`config.mk`:
```
export PLATFORM = sky130hd
export DESIGN_NAME = tdm_demux_1x8
export DESIGN_NICKNAME = d
export VERILOG_FILES = /design/src/rtl/tdm_demux_1x8.sv
export SDC_FILE = /design/constraint.sdc
export NUM_CORES = 1
export LEC_CHECK = 0
export ABC_AREA = 1
export BUFFER_PORTS_ARGS = -buffer_cell sky130_fd_sc_hd__buf_2
export CAP_MARGIN = 10
export CORE_MARGIN = 1
export CORE_UTILIZATION = 53
export CTS_CLUSTER_DIAMETER = 80
export DETAILED_ROUTE_END_ITERATION = 8
export GPL_ROUTABILITY_DRIVEN = 0
export GPL_TIMING_DRIVEN = 0
export PLACE_DENSITY = 0.76
export SYNTH_ARGS = -nofsm -noshare
export SYNTH_HDL_FRONTEND = slang
export SYNTH_SLANG_ARGS = --single-unit
export TNS_END_PERCENT = 30
```
`constraint.sdc`:
```
create_clock -name clk -period 2.4 [get_ports clk]
set_input_delay 0.24 -clock clk [delete_from_list [all_inputs] [get_ports clk]]
set_output_delay 0.24 -clock clk [all_outputs]
set_load 0.02 [all_outputs]
```
`src/rtl/tdm_demux_1x8.sv`:
```
// Receiving end of a serial TDM link: collects one sample per enable strobe into
// a shadow frame and publishes all eight channels at once when channel 7 arrives.
module tdm_demux_1x8 #(
  parameter int DW  = 1,
  parameter int NCH = 8,
  parameter int CW  = 3
) (
  input  logic              clk,
  input  logic              rst,
  input  logic [DW-1:0]     din,
  input  logic              en,
  input  logic              sync,
  output logic [CW-1:0]     ch_sel,
  output logic [NCH*DW-1:0] y,
  output logic              frame_valid,
  output logic              sync_err
);

  typedef enum logic {
    IDLE,
    RUN
  } state_t;

  localparam logic [CW-1:0] LAST_CH = CW'(NCH - 1);

  state_t                    state, state_n;
  logic [CW-1:0]             ch_n;
  // The last channel goes straight from din into y, so it needs no shadow slot.
  logic [(NCH-1)*DW-1:0]     shadow, shadow_n;
  logic [NCH*DW-1:0]         y_n;
  logic                      frame_valid_n;
  logic                      sync_err_n;

  always_ff @(posedge clk) begin
    if (rst) begin
      state       <= IDLE;
      ch_sel      <= '0;
      shadow      <= '0;
      y           <= '0;
      frame_valid <= 1'b0;
      sync_err    <= 1'b0;
    end else begin
      state       <= state_n;
      ch_sel      <= ch_n;
      shadow      <= shadow_n;
      y           <= y_n;
      frame_valid <= frame_valid_n;
      sync_err    <= sync_err_n;
    end
  end

  always_comb begin
    state_n       = state;
    ch_n          = ch_sel;
    shadow_n      = shadow;
    y_n           = y;
    frame_valid_n = 1'b0;
    sync_err_n    = 1'b0;

    if (en) begin
      case (state)
        IDLE: begin
          if (sync) begin
            shadow_n[0 +: DW] = din;
            ch_n              = CW'(1);
            state_n           = RUN;
          end
        end
        RUN: begin
          if (sync) begin
            // A sync anywhere but channel 0 drops the partial frame and restarts.
            sync_err_n        = (ch_sel != '0);
            shadow_n[0 +: DW] = din;
            ch_n              = CW'(1);
          end else if (ch_sel == '0) begin
            sync_err_n = 1'b1;
            state_n    = IDLE;
          end else if (ch_sel == LAST_CH) begin
            y_n           = {din, shadow};
            frame_valid_n = 1'b1;
            ch_n          = '0;
          end else begin
            shadow_n[ch_sel*DW +: DW] = din;
            ch_n                      = ch_sel + CW'(1);
          end
        end
        default: begin
          state_n = IDLE;
          ch_n    = '0;
        end
      endcase
    end
  end

endmodule

```
* Word-level counts from Yosys, hierarchy flattened
Index checks and enable logic that the tools add are counted.
Cells by class: add/sub/neg operators 2, equal/unequal tests 4, shifts and indexed selects 2, multiplexer cells 18, bitwise gates (word level) 5, reductions and logical operators 8
Operators by type and width (number):
- $neg A3 Y34 | 1
- $shift A1 B34 Y7 const A | 1
- $shiftx A1 B34 Y7 | 1
- $mux W3 | 4
- $mux W1 | 10
- $reduce_and A5 Y1 | 2
- $bwmux W7 | 1
- $ne A3 B3 Y1 const B | 2
- $pmux W3 S2 | 1
- $not A1 Y1 | 5
- $reduce_or A5 Y1 | 1
- $pmux W1 S2 | 2
- $reduce_and A4 Y1 | 1
- $add A3 B1 Y3 const B | 1
- $eq A3 B3 Y1 const B | 1
- $logic_not A3 Y1 | 1
- $reduce_and A3 Y1 | 1
- $reduce_bool A3 Y1 | 1
- $reduce_or A3 Y1 | 1
- $ne A2 B2 Y1 const B | 1
Word-level totals: bits in registers 21, input bits 5, output and inout port bits 13, logic and storage cells 46

* Longest topological paths before layout
depth after elaboration 7, gate-level depth with buffers 10

* Worst setup path after synthesis
No wires, ideal clock.
kind register to register, start register ch_sel[0], end register y[4], library setup time 0.070 ns, data arrival time 1.862 ns, slack 0.468 ns, cell stages (with the launch flop) 10, buffers on the path 0, period minus slack after synthesis 1.932 ns, path through dfxtp_1 inv_1 ha_1 ha_1 inv_1 ha_1 nand3_4 clkinv_2 o21ai_1 a21oi_1
On the way: word-level cells in the longest chain between the ends 3, elaborated cells between the ends (all ways) 4, those cells by class 1 x eq/ne; 1 x bitwise; 2 x reduce/logical
RTL lines:
- from (decl) | RTL line 13 | output logic [CW-1:0] ch_sel,
- from (signal assigned) | RTL line 44 | ch_sel <= ch_n;
- $logic_not A3 Y1 | RTL line 75 | end else if (ch_sel == '0) begin
- $not A1 Y1 (no source line)
- $reduce_and A5 Y1 (no source line) *
- to (signal assigned) | RTL line 46 | y <= y_n;
- to (decl) | RTL line 14 | output logic [NCH*DW-1:0] y,
Every way passes the cells marked *; elsewhere a longest branch is shown, timed or not. A chain may end at the register's enable or synchronous reset.

* Final worst setup path
Ends and elaborated chain as after synthesis.

==> qor.yml <==
routing:
  drtIter0Drc: 17
  dr.pass1.iters: 4
  antenna_left: 0
  dr_total_vias: 973
  post_drt_wl_per_cell_um: 10.1
  vias_per_cell: 4.89
  routed_wl_um: 2010
  drc_errors: 0
logic_synthesis:
  synth-simple-area-share_pct: 34.3
  synth_compound_area_share_pct: 10.3
  yosysUniqueCellTypes: 22
  syn_avg_cell_area_sq_um: 7.35
  synth_top_area_share_pct: 37.9
  yosys_warnings: 0
  synth.area.mux_share_pct: 0
  synth.area.top_cells: "dfxtp_1 (38%), nor2_1 (11%), ha_1 (10%)"
  yosysTopAreaCell: "dfxtp_1"
  synth_seq_cells: 21
  syn_inst: 151
  synth_xor_area_share_pct: 0
  ys_seq_area_share_pct: 37.9
  syn_nets: 165
  synth_fa_ha_area_share_pct: 10.1
  synth_top_family_by_area: "simple AND/OR/NAND/NOR gates"
  netlist_area_sq_um: 1110
timing:
  fin_crit_ns: 2.06
  fin_ws_ns: 0.345
  finalSetupViolations: 0
  fmax_mhz: 487
  rsz0062_at_grt: "no"
  hold_ws_ns: 0.148
  finClkSkew_ns: 0.0114
  slew_viol_final: 0
  max_slew_margin_pct: 77.8
  finalHoldViolCount: 0
  tightest_slew_ns: 0.332
  tns_ns: 0
  finalCritPeriodShare_pct: 85.6
clock_network:
  htreeDepth: 1
  clkSlewWorstSetupHoldPaths_ns: 0.12
  cts-root-buf: "clkbuf_4"
  cts_buffers: 3
  cts_buffer_depth: 2
  cts_num_sinks: 21
  ctsResizeCount: 0
  clock_latency_ns: 0.31
  hold_buffers: 0
  postCtsSetupBuffers: 0
  cts_tree: "done"
setup_path:
  endpoint: "y[4]"
  crit_fanout: 10
  timing.rr.start: "ch_sel[0]"
  crit_path_start: "ch_sel[0]"
  reg2reg_to: "y[4]"
  ff2ff_setup_slack_ns: 0.34
  cp.required_ns: 2.65
  cp_data_arrival_time_ns: 2.30
  start_kind: "register"
  critPathKind: "register to register"
  r2r_cells: 9
  endpoint_kind: "register"
pwr:
  powerDensity_nw_per_um2: 505
  p_leak_nw: 0.599
  vdd_drop_max_v: 0.000358
min_path:
  hp-class: "primary input to register"
placement:
  placedCellCount: 195
  dpl_cell_area_sq_um: 1230
  place_hpwl_um: 1560
  post-place-ws_ns: 0.359
  numPortBuffers: 17
grt:
  antenna_found_initial: 0
  grtUsageTotal_pct: 20.9
  gr-total-overflow: 0
  first_global_vias: 783
  grt_pass1_wl_um: 3370
  grt_max_degree: 13
layout:
  final_cell_count_no_fill: 199
  layout-drive-gt1-share_pct: 20.9
  stdcell_area_sq_um: 1260
  syn_to_final_growth_pct: 13.2
  diodes: 0
  final_nets: 187
floorplanning:
  row_count: 16
  core_sq_um: 1960
  dieHeight_um: 47.8
  die-area_sq_um: 2280
  fp.dieW_um: 47.8
  ios: 18
  start_util_pct: 56.6
run_status:
  outcome: "finished clean"
job:
  cap_viol_max_count: 0
==> through the flow <==
| step | total power, W | utilization, % |
|---|---|---|
| after floorplan | 0.000447 | - |
| after global placement | 0.000470 | 62.6 |
| after detailed placement | 0.000473 | 62.6 |
| after CTS | 0.000639 | 64.0 |
| after global routing | 0.000674 | 64.0 |
| final | 0.000634 | 64.0 |
==> cells in the final DEF, fill, tap and decap left out, drive strengths merged <==
cell    count
nor2       35
nand2      26
dfxtp      21
buf        19
inv        18
nand3      13
o21ai      11
ha          9
a21oi       8
nor3        3
clkbuf      3
nand4       2
clkinv      2
a31oi       1
a221oi      1
==> cell usage after synthesis (all sizes together) <==
| master | n |
|---|---|
| a31oi | 1 |
| nor2 | 35 |
| a21oi | 8 |
| nand2 | 26 |
| o21ai | 11 |
| nand4 | 2 |
| buf | 2 |
| clkinv | 1 |
| nor3 | 3 |
| nand3 | 13 |
| a221oi | 1 |
| inv | 18 |
| dfxtp | 21 |
| ha | 9 |
==> critical path, cell delays in order (launching register included) <==
cell and delay (ns):
dfxtp_1 0.54, inv_1 0.16, ha_1 0.28, ha_1 0.26, inv_1 0.12, ha_1 0.21
nand3_4 0.12, clkinv_2 0.13, o21ai_1 0.07, a21oi_1 0.12
==> metal layers <==
metal | vias up | track usage [%] | wire length, um
met5 | - | 0 | 0
met1 | 416 | 28.0 | 976
met3 | 4 | 3.40 | 82
met4 | 0 | 6.67 | 25
met2 | 20 | 34.3 | 923
li1 | 533 | - | -
==> cell type report <==
cell class	instances	area, sq um
Timing Repair Buffer	17	85.1
Inverter	19	72.6
Clock buffer	3	22.5
Clock inverter	1	5.00
Buffer	2	10.0
Tap cell	27	33.8
Multi-Input combinational cell	109	607
Sequential cell	21	420
Fill cell	202	706
==> logic make-up (layout without fill, tap and decap cells) <==
group | after synthesis | after routing
and+or+nand+nor | 79 | 79
AOI/OAI and AO/OA | 21 | 21
DFF | 21 | 21
buffers and inverters | 21 | 42
adders and majority gates | 9 | 9
==> worst min path at each step <==
stage	from	to	slack (ns)	cells past startpoint
final	rst	ch_sel[2]	0.15	2
after global routing	rst	ch_sel[2]	0.15	2
after CTS	rst	ch_sel[2]	0.14	2
after detailed placement	shadow[4]	y[4]	0.45	2
after global placement	shadow[4]	y[4]	0.44	2
after floorplan	rst	ch_sel[2]	0.31	1
==> state kept, by name (all words and copies together) (netlist names) <==
name	count
ch_sel	3
frame_valid	1
shadow	7
state	1
sync_err	1
y	8
==> where the power goes <==
part	switching, W	internal, W
clock	0.000105	0.0000622
sequential	0.00000778	0.000354
combinational	0.0000704	0.0000344
(Power assumes the default switching activity.)
